$ cat src/rtl/frame_commit_ctrl.sv
// frame_commit_ctrl
//   Frame-synchronous commit controller. It collects one scene packet from the
//   UART assembler into a shadow buffer, holds it until the next vertical-blank
//   pulse, then streams it byte-by-byte into the parameter register file and
//   pulses frame_start. The register file therefore never holds a
//   half-updated triangle mid-frame.
//
//   Ports
//     clk, rst_n        clock, async active-low reset
//     rx_valid/idx/data one byte of the incoming packet (strobe)
//     rx_pkt_done       sender finished the packet (strobe)
//     vblank_start      first cycle of vertical blank (pulse)
//     wr_en/idx/data    parameter-register byte write port
//     frame_start       one-cycle pulse once the commit has completed
//     busy              packet held or being committed
//     pkt_err, err_cnt  incomplete packet dropped / saturating drop count
//     ovr               sticky: byte arrived while a packet was held
//
//   Build option: define FRAME_COMMIT_TIMEOUT_EN to add a FILL watchdog that
//   drops a stalled packet after TIMEOUT_CYC idle cycles.
module frame_commit_ctrl #(
  parameter int NUM_BYTES   = 60,
  parameter int IDX_W       = 7,
  parameter int TIMEOUT_CYC = 65535
) (
  input  logic             clk,
  input  logic             rst_n,
  input  logic             rx_valid,
  input  logic [IDX_W-1:0] rx_idx,
  input  logic [7:0]       rx_data,
  input  logic             rx_pkt_done,
  input  logic             vblank_start,
  output logic             wr_en,
  output logic [IDX_W-1:0] wr_idx,
  output logic [7:0]       wr_data,
  output logic             frame_start,
  output logic             busy,
  output logic             pkt_err,
  output logic [7:0]       err_cnt,
  output logic             ovr
);
  localparam int AW    = (NUM_BYTES > 1) ? $clog2(NUM_BYTES) : 1;
  localparam int CNT_W = IDX_W + 1;
  localparam logic [CNT_W-1:0] NB = CNT_W'(NUM_BYTES);

  typedef enum logic [2:0] {S_IDLE, S_FILL, S_PEND, S_COPY, S_DONE} state_e;

  state_e               state_q, state_d;
  logic [NUM_BYTES-1:0] vmask_q, vmask_d, vmask_w;
  logic [CNT_W-1:0]     cnt_q, cnt_d;
  logic [7:0]           shadow_q [NUM_BYTES];
  logic                 wr_en_q, wr_en_d;
  logic [IDX_W-1:0]     wr_idx_q, wr_idx_d;
  logic [7:0]           wr_data_q, wr_data_d;
  logic                 frame_start_q, frame_start_d;
  logic                 busy_q, busy_d;
  logic                 pkt_err_q, pkt_err_d;
  logic [7:0]           err_cnt_q, err_cnt_d;
  logic                 ovr_q, ovr_d;
  logic                 in_range, byte_ok, sh_we, err_inc;
  logic [AW-1:0]        wa, ra;

`ifdef FRAME_COMMIT_TIMEOUT_EN
  localparam int WD_W = $clog2(TIMEOUT_CYC + 1);
  logic [WD_W-1:0] wdog_q, wdog_d;
`endif

  // Out-of-range indices are dropped silently everywhere (no write, no ovr).
  assign in_range = {1'b0, rx_idx} < NB;
  assign byte_ok  = rx_valid && in_range;
  assign wa       = AW'(rx_idx);
  assign ra       = AW'(cnt_q);
  assign vmask_w  = vmask_q | ({{(NUM_BYTES-1){1'b0}}, 1'b1} << wa);

  always_comb begin
    state_d       = state_q;
    vmask_d       = vmask_q;
    cnt_d         = cnt_q;
    wr_en_d       = 1'b0;
    wr_idx_d      = wr_idx_q;
    wr_data_d     = wr_data_q;
    frame_start_d = 1'b0;
    pkt_err_d     = 1'b0;
    ovr_d         = ovr_q;
    sh_we         = 1'b0;
    err_inc       = 1'b0;
`ifdef FRAME_COMMIT_TIMEOUT_EN
    wdog_d        = '0;
`endif
    case (state_q)
      S_IDLE: begin
        // A lone rx_pkt_done here belongs to nothing and is ignored.
        if (byte_ok) begin
          sh_we   = 1'b1;
          vmask_d = vmask_w;
          state_d = S_FILL;
        end
      end
      S_FILL: begin
        if (byte_ok) begin
          sh_we   = 1'b1;
          vmask_d = vmask_w;
        end
        // Completeness check sees a byte arriving in the same cycle.
        if (rx_pkt_done) begin
          if (&vmask_d) state_d = S_PEND;
          else begin
            err_inc = 1'b1;
            vmask_d = '0;
            state_d = S_IDLE;
          end
        end
`ifdef FRAME_COMMIT_TIMEOUT_EN
        else if (!byte_ok) begin
          if (wdog_q == WD_W'(TIMEOUT_CYC - 1)) begin
            err_inc = 1'b1;
            vmask_d = '0;
            state_d = S_IDLE;
          end else begin
            wdog_d = wdog_q + 1'b1;
          end
        end
`endif
      end
      S_PEND: begin
        // First write is launched from the vblank edge so wr_en rises at T+1.
        if (vblank_start) begin
          wr_en_d   = 1'b1;
          wr_idx_d  = '0;
          wr_data_d = shadow_q[0];
          cnt_d     = CNT_W'(1);
          state_d   = S_COPY;
        end
      end
      S_COPY: begin
        if (cnt_q == NB) begin
          frame_start_d = 1'b1;
          state_d       = S_DONE;
        end else begin
          wr_en_d   = 1'b1;
          wr_idx_d  = IDX_W'(cnt_q);
          wr_data_d = shadow_q[ra];
          cnt_d     = cnt_q + 1'b1;
        end
      end
      S_DONE: begin
        vmask_d = '0;
        state_d = S_IDLE;
      end
      default: state_d = S_IDLE;
    endcase

    if (byte_ok && (state_q inside {S_PEND, S_COPY, S_DONE})) ovr_d = 1'b1;
    pkt_err_d = err_inc;
    err_cnt_d = err_cnt_q + {7'd0, (err_inc && (err_cnt_q != 8'hFF))};
    busy_d    = state_d inside {S_PEND, S_COPY, S_DONE};
  end

  always_ff @(posedge clk or negedge rst_n) begin
    if (!rst_n) begin
      state_q       <= S_IDLE;
      vmask_q       <= '0;
      cnt_q         <= '0;
      wr_en_q       <= 1'b0;
      wr_idx_q      <= '0;
      wr_data_q     <= '0;
      frame_start_q <= 1'b0;
      busy_q        <= 1'b0;
      pkt_err_q     <= 1'b0;
      err_cnt_q     <= '0;
      ovr_q         <= 1'b0;
`ifdef FRAME_COMMIT_TIMEOUT_EN
      wdog_q        <= '0;
`endif
    end else begin
      state_q       <= state_d;
      vmask_q       <= vmask_d;
      cnt_q         <= cnt_d;
      wr_en_q       <= wr_en_d;
      wr_idx_q      <= wr_idx_d;
      wr_data_q     <= wr_data_d;
      frame_start_q <= frame_start_d;
      busy_q        <= busy_d;
      pkt_err_q     <= pkt_err_d;
      err_cnt_q     <= err_cnt_d;
      ovr_q         <= ovr_d;
`ifdef FRAME_COMMIT_TIMEOUT_EN
      wdog_q        <= wdog_d;
`endif
    end
  end

  // Shadow payload has no reset; vmask alone says what is valid.
  always_ff @(posedge clk) begin
    if (sh_we) shadow_q[wa] <= rx_data;
  end

  assign wr_en       = wr_en_q;
  assign wr_idx      = wr_idx_q;
  assign wr_data     = wr_data_q;
  assign frame_start = frame_start_q;
  assign busy        = busy_q;
  assign pkt_err     = pkt_err_q;
  assign err_cnt     = err_cnt_q;
  assign ovr         = ovr_q;
endmodule

$ cat config.mk
export PLATFORM = sky130hd
export DESIGN_NAME = frame_commit_ctrl
export DESIGN_NICKNAME = d
export VERILOG_FILES = /design/src/rtl/frame_commit_ctrl.sv
export SDC_FILE = /design/constraint.sdc
export NUM_CORES = 1
export LEC_CHECK = 0
export ABC_AREA = 1
export CORE_MARGIN = 3
export CORE_UTILIZATION = 35
export CTS_BUF_LIST = sky130_fd_sc_hd__clkbuf_8
export DETAILED_ROUTE_END_ITERATION = 10
export GPL_TIMING_DRIVEN = 0
export SLEW_MARGIN = 20
export SYNTH_ARGS = -nofsm -noshare
export SYNTH_HDL_FRONTEND = slang
export SYNTH_SLANG_ARGS = --single-unit
$ cat constraint.sdc
create_clock -name clk -period 2.6 [get_ports clk]
set_clock_uncertainty 0.2 [all_clocks]
set_input_delay 0.52 -clock clk [delete_from_list [all_inputs] [get_ports clk]]
set_output_delay 0.52 -clock clk [all_outputs]
set_load 0.01 [all_outputs]
==> results.py <==
metrics = {
    "outcome": {
        "status": "finished, violations left",
        "violations": "negative setup slack",
    },
    "critical_path": {
        "cp-end-kind": "register",
        "worst_setup_path_start_kind": "register",
        "crit_path_max_fanout": 10,
        "path_class": "reg2reg",
        "required_ps": 2700,
        "arrival_ps": 2810,
        "reg2reg_depth": 4,
    },
    "global_route": {
        "grt.met1_usage_pct": 31.18,
        "grt_util_met2_pct": 35.66,
        "gr-usage-all-layers_pct": 23.31,
        "grt_pass1_wl_um": 125300,
        "busiest_layer": "met2",
        "grt_overflow": 0,
        "grt_pass1_vias": 18180,
        "met3_usage_pct": 5.576,
        "grt_max_degree": 68,
        "antenna_found_initial": 0,
    },
    "power": {
        "irDropWorstVdd_mv": 0.3366,
        "p_leak_nw": 11.32,
        "power_density_nw_per_um2": 610.3,
    },
    "sta": {
        "finalCritPeriodShare_pct": 104.0,
        "finalWorstSetupSlack_ps": -103.8,
        "slew_headroom_pct": 21.74,
        "finalSetupViolations": 55,
        "slew_violations": 0,
        "finalHoldViolCount": 0,
        "grt_setup_unrepaired": "yes",
        "period_needed_ps": 2704,
        "max_freq_mhz": 369.9,
        "worstMarginPinSlew_ps": 1174,
        "hold_slack_ps": 77.59,
    },
    "yosys": {
        "yosys_warnings": 0,
        "yosys.cell_count.top_type": "edfxtp_1",
        "seq_area_frac_synth_pct": 68.29,
        "avgSynthCellArea_um2": 10.93,
        "yosys-top-cells-count": "480 x edfxtp_1, 433 x nand2_1, 358 x nor2_1",
        "ys_ff_latch": 579,
        "syn_area_um2": 24740,
        "synth_ff_type": "edfxtp_1",
        "ys_types": 38,
        "synth_async_sr_flop_share_pct": 17.10,
        "synth_area_leaders": "edfxtp_1 58%, dfrtp_1 10%, nand2_1 6.6%",
        "synth_edf_count": 480,
        "synth_top_area_share_pct": 58.27,
        "synth_fp_nets": 2287,
        "synth_top_area_cell": "edfxtp_1",
        "netlist_instances": 2263,
    },
    "die": {
        "die_h_um": 271.8,
        "initial_core_util_pct": 35.69,
        "rows": 96,
        "fp.dieArea_um2": 73900,
        "die_x_um": 271.8,
        "io_pins": 48,
        "core_area_um2": 69310,
    },
    "clock_tree": {
        "worstSkewPairLatency_ps": 730,
        "path_clk_slew_ps": 70,
        "clkSinkCount": 579,
        "cts_tree": "yes",
        "clk_path_buf_depth": 3,
        "htreeDepth": 3,
        "cts_buffers": 94,
        "cts-root-buf": "clkbuf_8",
    },
    "finish": {
        "fin_nets": 2459,
        "n_antenna_cell": 0,
        "area_growth_pct": 21.43,
        "postLayoutCellArea_um2": 30040,
        "drive_above_1_share_pct": 21.22,
    },
    "routing": {
        "drc": 0,
        "ant_nets": 0,
        "drt-pass1-iter-count": 6,
        "drtIter0Drc": 2637,
        "viasPerCell": 5.527,
        "wire_per_inst_um": 25.48,
        "drt-total-wl_um": 87730,
        "vias": 19030,
    },
    "hold_path": {
        "hold_path_depth": 1,
        "hp-class": "in2reg",
    },
    "place": {
        "gp_congestion": 0.9775,
        "place_area_um2": 26680,
        "dp_hpwl_um": 59710,
        "io_buffers": 47,
    },
    "run": {
        "drv_cap": 0,
    },
}
[metrics by stage]
| stage | TNS (ps) | setup WS, ps | power (W) | util (%) | cells |
|---|---|---|---|---|---|
| floorplan | -1739 | -292.1 | 0.01031 | - | 2263 |
| detailed placement | -481790 | -1682 | 0.01056 | 38.49 | 3249 |
| finish | -2818 | -103.8 | 0.01833 | 43.34 | 3443 |
| global placement | -1202940 | -2957 | 0.01056 | 38.27 | 3241 |
| CTS | -163.2 | -162.5 | 0.01838 | 42.47 | 3435 |
| global route | -20360 | -232.3 | 0.01887 | 43.34 | 3443 |
[routing by layer]
| layer | up-vias | share of wire (%) |
|---|---|---|
| li1 | 8288 | - |
| met1 | 9237 | 39 |
| met2 | 1241 | 44 |
| met3 | 263 | 11 |
| met4 | 0 | 5.9 |
| met5 | - | 0 |
[final timing paths]
kind                       slack (ps)               to        start
min in group asynchronous         100      vmask_q[40]        rst_n
setup reg to reg                 -100  shadow_q[55][6]   state_q[2]
hold / removal                     80  shadow_q[21][0]   rx_data[0]
setup / recovery                 -100  shadow_q[55][6]   state_q[2]
max in group asynchronous        1470         cnt_q[1]        rst_n
hold reg to reg                   270      vmask_q[13]  vmask_q[13]
[worst max-delay path, cell delays in order, from the launching register on]
cell and delay (ps):
dfrtp_1 410, nor2_1 210, clkinv_1 260, clkbuf_1 350
nor2_1 880
[cell type report]
cell class,instances,area [um^2]
inverters,122,485.5
fillers,6466,39270
multi-input cells,1434,7848
repair buffers,78,779.5
plain buffers,126,985.9
flip-flops and latches,579,16890
clock buffers,107,1473
clock inverters,66,406.6
well taps,931,1165
[placed cells by master (no fill, tap or decap), drive strengths merged, types with 7 or more instances in the layout]
cell and instances:
a211oi 8, a21boi 10, a21oi 109, buf 86, clkbuf 194, clkdlybuf4s50 30
clkinv 31, dfrtp 99, edfxtp 480, inv 149, mux2i 21, nand2 433
nand3 124, nand4 8, nor2 360, nor3 14, o211ai 17, o21ai 205
o221ai 34, o22ai 55, or2 13, xor2 7
[cells by family after synthesis]
logic type               count (synthesis)  synth area share, %
AND/OR/NAND/NOR                        954                15.97
adder cells (fa/ha/maj)                  4               0.2023
AO/OA/AOI/OAI                          448                10.37
buffers and inverters                  250                4.067
multiplexers                            21               0.8498
XOR/XNOR                                 7               0.2479
flip-flops                             579                68.29
[sequential cells by signal, indices dropped and copies added (netlist names)]
name and cells:
err_cnt 8, busy 1, frame_start 1, pkt_err 1, wr_data 8, cnt_q 8
ovr 1, vmask_q 60, wr_en 1, shadow_q 480, wr_idx 7, state_q 3
[power by group]
group / internal, W / switching [W]
clock: 0.00417 / 0.00372
sequential: 0.0101 / 0.00000101
combinational: 0.0000929 / 0.000287
total: 0.0143 / 0.00401
[timing repair]
item	4_1_cts	5_1_grt
pin swaps	11	24
endpoints found under the setup margin	363	343
buffers inserted	11	7
resized for setup	318	196
cloned	1	3
endpoints found under the hold margin	99	0
hold buffers	1	0
No activity file was read; power rests on OpenSTA's default activity.
